File: src/rtl/contrast_stretcher.sv
// contrast_stretcher: linear contrast stretch of a luma pixel stream.
//   data_out = sat((data_in - min) * 255 / diff), with the reciprocal gain
//   computed once per frame by a bit-serial restoring divider. New parameters
//   are held pending and applied from the first pixel of the next frame.
// Ports:
//   clk, reset_n                 clock, synchronous active-low reset
//   stats_update, min_in, diff_in  per-frame statistics strobe and values
//   sop_in, eop_in, valid_in, data_in      input pixel stream
//   sop_out, eop_out, valid_out, data_out  output stream, 3-cycle latency
//   div_busy                     divider running
module contrast_stretcher #(
    parameter int unsigned W     = 8,
    parameter int unsigned LINES = 720
) (
    input  logic         clk,
    input  logic         reset_n,
    input  logic         stats_update,
    input  logic [W-1:0] min_in,
    input  logic [W-1:0] diff_in,
    input  logic         sop_in,
    input  logic         eop_in,
    input  logic         valid_in,
    input  logic [W-1:0] data_in,
    output logic         sop_out,
    output logic         eop_out,
    output logic         valid_out,
    output logic [W-1:0] data_out,
    output logic         div_busy
);

    localparam int unsigned GW  = W + 8;
    localparam int unsigned PW  = W + GW;
    localparam int unsigned LCW = (LINES > 1) ? $clog2(LINES) : 1;
    localparam int unsigned CW  = $clog2(GW);

    localparam logic [GW-1:0]  DIVIDEND = {{W{1'b1}}, 8'h00};
    localparam logic [GW-1:0]  GAIN_ONE = GW'(256);
    localparam logic [LCW-1:0] LINE_LAST = LCW'(LINES - 1);
    localparam logic [CW-1:0]  CNT_LAST  = CW'(GW - 1);

    typedef enum logic [1:0] {
        S_IDLE,
        S_DIV,
        S_DONE
    } state_t;

    state_t          state_q;
    logic [LCW-1:0]  line_cnt_q;
    logic [CW-1:0]   cnt_q;
    logic [W-1:0]    min_q;
    logic [W-1:0]    diff_q;
    logic [GW-1:0]   dvd_q;
    logic [W-1:0]    rem_q;
    logic [GW-2:0]   quo_q;
    logic            busy_q;

    logic            pend_q;
    logic [W-1:0]    min_pend_q;
    logic [GW-1:0]   gain_pend_q;
    logic [W-1:0]    min_act_q;
    logic [GW-1:0]   gain_act_q;

    logic [W-1:0]    sub_q;
    logic [GW-1:0]   gain_s1_q;
    logic [PW-1:0]   prod_q;
    logic [W-1:0]    data_s3_q;
    logic [2:0]      sop_pipe_q;
    logic [2:0]      eop_pipe_q;
    logic [2:0]      valid_pipe_q;

    // One restoring-division step: shift in next dividend bit, subtract if it fits
    logic [W:0]      rem_sh_d;
    logic            q_bit_d;
    logic [W-1:0]    rem_d;
    logic [GW-1:0]   quo_d;

    assign rem_sh_d = {rem_q, dvd_q[GW-1]};
    assign q_bit_d  = (rem_sh_d >= {1'b0, diff_q});
    assign rem_d    = q_bit_d ? (rem_sh_d[W-1:0] - diff_q) : rem_sh_d[W-1:0];
    assign quo_d    = {quo_q, q_bit_d};

    // Frame-boundary swap; the sop pixel itself sees the swapped parameters
    logic            swap_d;
    logic [W-1:0]    min_use_d;
    logic [GW-1:0]   gain_use_d;
    logic [W-1:0]    sub_d;
    logic [PW-1:0]   prod_d;
    logic [PW-1:0]   scaled_d;
    logic            start_d;
    logic            zero_d;

    assign swap_d     = sop_in && (line_cnt_q == '0) && pend_q;
    assign min_use_d  = swap_d ? min_pend_q  : min_act_q;
    assign gain_use_d = swap_d ? gain_pend_q : gain_act_q;
    assign sub_d      = (data_in >= min_use_d) ? (data_in - min_use_d) : '0;
    assign prod_d     = PW'(sub_q) * PW'(gain_s1_q);
    assign scaled_d   = (prod_q + PW'(128)) >> 8;
    assign start_d    = stats_update && (diff_in != '0);
    assign zero_d     = stats_update && (diff_in == '0);

    // Line counter, divider FSM, parameter registers and pixel pipeline
    always_ff @(posedge clk) begin
        if (!reset_n) begin
            state_q      <= S_IDLE;
            line_cnt_q   <= '0;
            cnt_q        <= '0;
            min_q        <= '0;
            diff_q       <= '0;
            dvd_q        <= '0;
            rem_q        <= '0;
            quo_q        <= '0;
            busy_q       <= 1'b0;
            pend_q       <= 1'b0;
            min_pend_q   <= '0;
            gain_pend_q  <= GAIN_ONE;
            min_act_q    <= '0;
            gain_act_q   <= GAIN_ONE;
            sub_q        <= '0;
            gain_s1_q    <= '0;
            prod_q       <= '0;
            data_s3_q    <= '0;
            sop_pipe_q   <= '0;
            eop_pipe_q   <= '0;
            valid_pipe_q <= '0;
        end else begin
            if (eop_in) begin
                line_cnt_q <= (line_cnt_q == LINE_LAST) ? '0 : line_cnt_q + LCW'(1);
            end

            // Swap consumes the old pending set; a new result below re-arms pending
            if (swap_d) begin
                min_act_q  <= min_pend_q;
                gain_act_q <= gain_pend_q;
                pend_q     <= 1'b0;
            end

            if (start_d) begin
                // Any strobe (re)starts the division; an in-flight result is dropped
                state_q <= S_DIV;
                busy_q  <= 1'b1;
                min_q   <= min_in;
                diff_q  <= diff_in;
                dvd_q   <= DIVIDEND;
                rem_q   <= '0;
                quo_q   <= '0;
                cnt_q   <= '0;
            end else if (zero_d) begin
                // Flat frame: fall back to pass-through
                state_q     <= S_IDLE;
                busy_q      <= 1'b0;
                min_pend_q  <= '0;
                gain_pend_q <= GAIN_ONE;
                pend_q      <= 1'b1;
            end else begin
                case (state_q)
                    S_DIV: begin
                        dvd_q <= {dvd_q[GW-2:0], 1'b0};
                        rem_q <= rem_d;
                        quo_q <= quo_d[GW-2:0];
                        if (cnt_q == CNT_LAST) begin
                            state_q     <= S_DONE;
                            busy_q      <= 1'b0;
                            gain_pend_q <= quo_d;
                            min_pend_q  <= min_q;
                            pend_q      <= 1'b1;
                        end else begin
                            cnt_q <= cnt_q + CW'(1);
                        end
                    end
                    S_DONE: begin
                        state_q <= S_IDLE;
                        busy_q  <= 1'b0;
                    end
                    default: begin
                        state_q <= S_IDLE;
                        busy_q  <= 1'b0;
                    end
                endcase
            end

            // S1: offset removal; gain travels with the pixel into S2
            sub_q     <= sub_d;
            gain_s1_q <= gain_use_d;
            // S2: scale
            prod_q    <= prod_d;
            // S3: round and saturate
            data_s3_q <= (scaled_d > PW'({W{1'b1}})) ? {W{1'b1}} : scaled_d[W-1:0];

            sop_pipe_q   <= {sop_pipe_q[1:0], sop_in};
            eop_pipe_q   <= {eop_pipe_q[1:0], eop_in};
            valid_pipe_q <= {valid_pipe_q[1:0], valid_in};
        end
    end

    assign sop_out   = sop_pipe_q[2];
    assign eop_out   = eop_pipe_q[2];
    assign valid_out = valid_pipe_q[2];
    assign data_out  = data_s3_q;
    assign div_busy  = busy_q;

endmodule
File: config.mk
export PLATFORM = sky130hd
export DESIGN_NAME = contrast_stretcher
export DESIGN_NICKNAME = d
export VERILOG_FILES = /design/src/rtl/contrast_stretcher.sv
export SDC_FILE = /design/constraint.sdc
export NUM_CORES = 1
export LEC_CHECK = 0
export ABC_AREA = 1
export BUFFER_PORTS_ARGS = -buffer_cell sky130_fd_sc_hd__buf_4
export CAP_MARGIN = 0
export CORE_ASPECT_RATIO = 2
export CORE_MARGIN = 1
export CORE_UTILIZATION = 60
export CTS_CLUSTER_SIZE = 40
export DETAILED_ROUTE_END_ITERATION = 7
export PLACE_DENSITY = 0.76
export SYNTH_ARGS = -nofsm -noshare
export SYNTH_HDL_FRONTEND = slang
export SYNTH_SLANG_ARGS = --single-unit
File: constraint.sdc
create_clock -name clk -period 5.05 [get_ports clk]
set_input_delay 0.505 -clock clk [delete_from_list [all_inputs] [get_ports clk]]
set_output_delay 0.505 -clock clk [all_outputs]
set_load 0.02 [all_outputs]
; Word-level counts from Yosys, hierarchy flattened
; Cells that the tools add are included.
[word_totals]
elab_cells = 85
out_inout_bits = 12
regBits = 178
input_bits = 30
[op_classes]
bitwise = 5
n_mul = 1
order_cmp = 3
reduce_logical = 17
n_mux = 27
addsub = 5
eq_ne = 5
[op_table]
columns = cell, n
row1 = 2-to-1 mux 16 bit, 7
row2 = 2-to-1 mux 8 bit, 6
row3 = adder 24 x 8 -> 24 bit (second input constant), 1
row4 = multiplier 8 x 16 -> 24 bit, 1
row5 = greater-than comparator 16 x 8 -> 1 bit (second input constant), 1
row6 = subtractor 8 bit, 2
row7 = 2-to-1 mux 1 bit, 13
row8 = adder 10 x 1 -> 10 bit (second input constant), 1
row9 = equality test 10 bit (second input constant), 1
row10 = zero test 10 bit, 1
row11 = 2-to-1 mux 10 bit, 1
row12 = >= comparator 9 x 8 -> 1 bit, 1
row13 = >= comparator 8 bit, 1
row14 = zero test 8 bit, 1
row15 = nonzero test 8 bit, 1
row16 = AND reduction 2 bit, 3
row17 = AND reduction 3 bit, 2
row18 = nonzero test 2 bit, 3
row19 = NOT 1 bit, 5
row20 = adder 4 x 1 -> 4 bit (second input constant), 1
row21 = equality test 4 bit (second input constant), 1
row22 = logical AND 1 bit, 4
row23 = != test 4 bit (second input constant), 1
row24 = OR reduction 4 bit, 1
row25 = other kinds (3), 3

; Logic depth before layout (Yosys ltp)
[depth]
depth_word = 8
mapped_depth = 24
depth_no_buf = 23

; Worst setup path before layout
; No wires, ideal clock.
[synth_timing]
path_kind = register -> register
start = register sub_q[7]
end = register prod_q[17]
arrival_ns = 4.197
synth_period_minus_slack_ns = 4.312
path_slack_ns = 0.738
n_path_buf = 2
path_stages_with_launch = 18
setup_time_ns = 0.115
required_time_ns = 4.935
cell_sequence = dfxtp_1 clkbuf_1 clkbuf_1 nand2_1 fa_1 fa_1 inv_1 fa_1 inv_1 fa_1 inv_1 ha_1 nand2_1 o21ai_0 a21oi_1 or2_1 a21oi_1 nor2_1
[synth_via]
elab_chain_len = 1
[synth_lines]
columns = element, line_no
row1 = from (decl), 63  ; logic [W-1:0] sub_q;
row2 = from (signal assigned), 182  ; sub_q <= sub_d;
row3 = multiplier 8 x 16 -> 24 bit, 96  ; assign prod_d = PW'(sub_q) * PW'(gain_s1_q);
row4 = to (signal assigned), 185  ; prod_q <= prod_d;
row5 = to (decl), 65  ; logic [PW-1:0] prod_q;
; Every way passes these cells.
; A chain may end at the register's enable or synchronous reset.

; Final worst setup path
[layout_timing]
start = register sub_q[7]
end = register prod_q[12]
; The elaborated chain is that of the path after synthesis.

==> out/results.ini <==
[routing]
top_layer_used = met4
drtAntennaViolNets = 0
remaining_drc_errors = 0
routedWlPerCell_um = 14.5
vias = 9403
wl_um = 25700
met3_length_um = 558
firstDrtPassIters = 6
avgViaCountPerCell = 5.30
wl_met2_um = 15100
drtIter0Drc = 398
routedLengthMet1_um = 8350

[yosys]
ys_seq_area_share_pct = 28.2
synth_top_area_share_pct = 28.2
ys_ff_latch = 155
synth_top_area_cell = dfxtp_1
synth_edf_count = 0
syn-cell-area_um2 = 11000
synth_area_leaders = dfxtp_1, fa_1, nand2_1
synth_warnings = 0
synth_nets = 1715
avgSynthCellArea_um2 = 7.16
synthFlopType = dfxtp_1
ys_async_sr_fraction_pct = 0
synth_cells = 1539
synthDistinctLibCells = 45

[layout]
syn2layout_area_growth_pct = 8.85
antennaDiodeCount = 0
nNetsFinal = 1725
design_area_um2 = 12000
layout-drive-gt1-share_pct = 7.87
final_cells = 1775

[power]
cellPowerDensity_nw_per_um2 = 237
irDropWorstVdd_mv = 0.410
leakagePower_nw = 6.66
fin_total_pwr_w = 0.00284

[floorplan]
boundaryPins = 42
fp.dieW_um = 97.8
rows = 69
core_area_um2 = 17900
start_util_pct = 61.7
die_area_um2 = 18900
die_h_um = 194

[timing]
slew_violations = 0
min_period_over_period_pct = 92.9
skew_ns = 0.0119
finalSetupViolations = 0
worst_pin_slew_ns = 0.878
setup_tns_ns = 0
maxSlewHeadroom_pct = 41.3
finalCriticalPeriod_ns = 4.69
max_freq_mhz = 213
hold_viol = 0
timing.final.ws_setup_ns = 0.358
rsz0062_at_grt = no

[placement]
dpl_cell_area_um2 = 11400
dp_hpwl_um = 20500
place_ws_ns = 0.393
gp_congestion = 0.959
dp_cells = 1743
portBuffers = 41

[setup_path]
critPathRequiredTime_ns = 5.36
critPathArrivalTime_ns = 5.00
start_kind = register
critPathCaptureType = register
critPathKind = reg -> reg
critPathMaxFanout = 16

[worst_hold_path]
hold_path_class = in -> reg

[clock_network]
cts_resized = 0
cts.sinks = 155
clk_latency_ns = 0.43
holdBufCountCts = 0
cts_setup_buffers = 0
clk_pin_slew_ns = 0.07
cts_buffer_depth = 2
cts_root_buf = clkbuf_16
h-tree-depth = 4
tritoncts = yes
cts_buffers = 17

[global_routing]
grt_pass1_wl_um = 44200
antenna_found_initial = 0
grt_max_degree = 75
track_usage_pct = 29.3
grt_pass1_vias = 9975
grt_overflow = 0

[run_status]
status = finished, final reports clean

[job]
drv_cap = 0

## metrics by stage
| stage | hold WS (ns) | util (%) |
|---|---|---|
| 2_1_floorplan | 0.390 | - |
| 3_3_place_gp | 0.393 | 63.8 |
| 3_5_place_dp | 0.399 | 63.8 |
| 4_1_cts | 0.247 | 67.1 |
| 5_1_grt | 0.247 | 67.1 |
| 6_report | 0.259 | 67.1 |
## path summary, 6_finish.rpt
kind,startpoint,endpoint,slack (ns),cells after the start
worst max-delay path,sub_q[7]$_SDFF_PN0_,prod_q[12]$_SDFF_PN0_,0.36,16
worst min-delay path,valid_in,valid_pipe_q[0]$_SDFF_PN0_,0.26,3
worst max register to register,sub_q[7]$_SDFF_PN0_,prod_q[12]$_SDFF_PN0_,0.36,16
worst min register to register,sop_pipe_q[0]$_SDFF_PN0_,sop_pipe_q[1]$_SDFF_PN0_,0.41,2
## sequential cells by signal (all words and copies together) (netlist names)
register	cells
gain_act_q	16
prod_q	17
diff_q	8
min_act_q	8
sop_pipe_q	3
eop_pipe_q	3
cnt_q	4
gain_pend_q	16
min_q	8
rem_q	8
dvd_q	8
state_q	2
data_out	8
sub_q	8
gain_s1_q	1
valid_pipe_q	3
line_cnt_q	10
quo_q	15
min_pend_q	8
pend_q	1
## placed cells by master (no fill, tap or decap), drive strengths merged, types with 7 or more instances in the layout
cell,synthesis,layout
or2,8,8
xor2,8,8
inv,326,331
buf,16,49
xnor2,8,8
a21oi,94,94
a31oi,12,12
dfxtp,155,155
nor3,18,18
nand4,11,11
ha,61,61
clkbuf,42,18
o21ai,74,74
fa,85,85
nand2,366,366
nand3,59,59
clkinv,0,7
nor2,163,163
## cell type report
class	instances	area, µm²
Clock buffer	18	439
Multi-Input combinational cell	1000	6430
Tap cell	213	267
Inverter	326	1220
Timing Repair Buffer	49	368
Clock inverter	14	159
Sequential cell	155	3100
Fill cell	1573	5880
## Yosys cell counts (all sizes together) (12+ instances only)
cell type  instances
a21oi             94
a31oi             12
buf               16
clkbuf            42
dfxtp            155
fa                85
ha                61
inv              326
nand2            366
nand3             59
nor2             163
nor3              18
o21ai             74
## metal layers
| layer | up-vias | track usage (%) |
|---|---|---|
| met4 | 0 | 21.1 |
| li1 | 4682 | - |
| met1 | 4401 | 24.9 |
| met2 | 208 | 59.6 |
| met3 | 112 | 3.57 |
| met5 | - | 0 |
## worst max-delay path, stage by stage (launching register included)
cell,delay [ns]
dfxtp_1,0.70
nand2_1,0.18
fa_1,0.54
fa_1,0.56
inv_1,0.06
fa_1,0.52
inv_1,0.05
fa_1,0.52
inv_1,0.04
ha_1,0.35
nand2_1,0.20
inv_1,0.10
nand3_1,0.13
nor3_1,0.22
a21oi_1,0.13
xor2_1,0.18
nor2_1,0.06
## cells by family after synthesis
group / after synthesis / synth area share [%]
and+or+nand+nor: 634 / 24.6
muxes: 6 / 0.545
AOI/OAI and AO/OA: 198 / 9.62
adders and majority gates: 146 / 22.4
buffers and inverters: 384 / 13.4
DFF: 155 / 28.2
xor gates and xnor gates: 16 / 1.27
## where the power goes
group	internal, W	switching [W]	total (W)
clock	0.000753	0.000556	0.00131
combinational	0.0000897	0.000152	0.000242
sequential	0.00126	0.0000344	0.00129
total	0.00210	0.000742	0.00284
No activity file was read; power rests on OpenSTA's default activity.
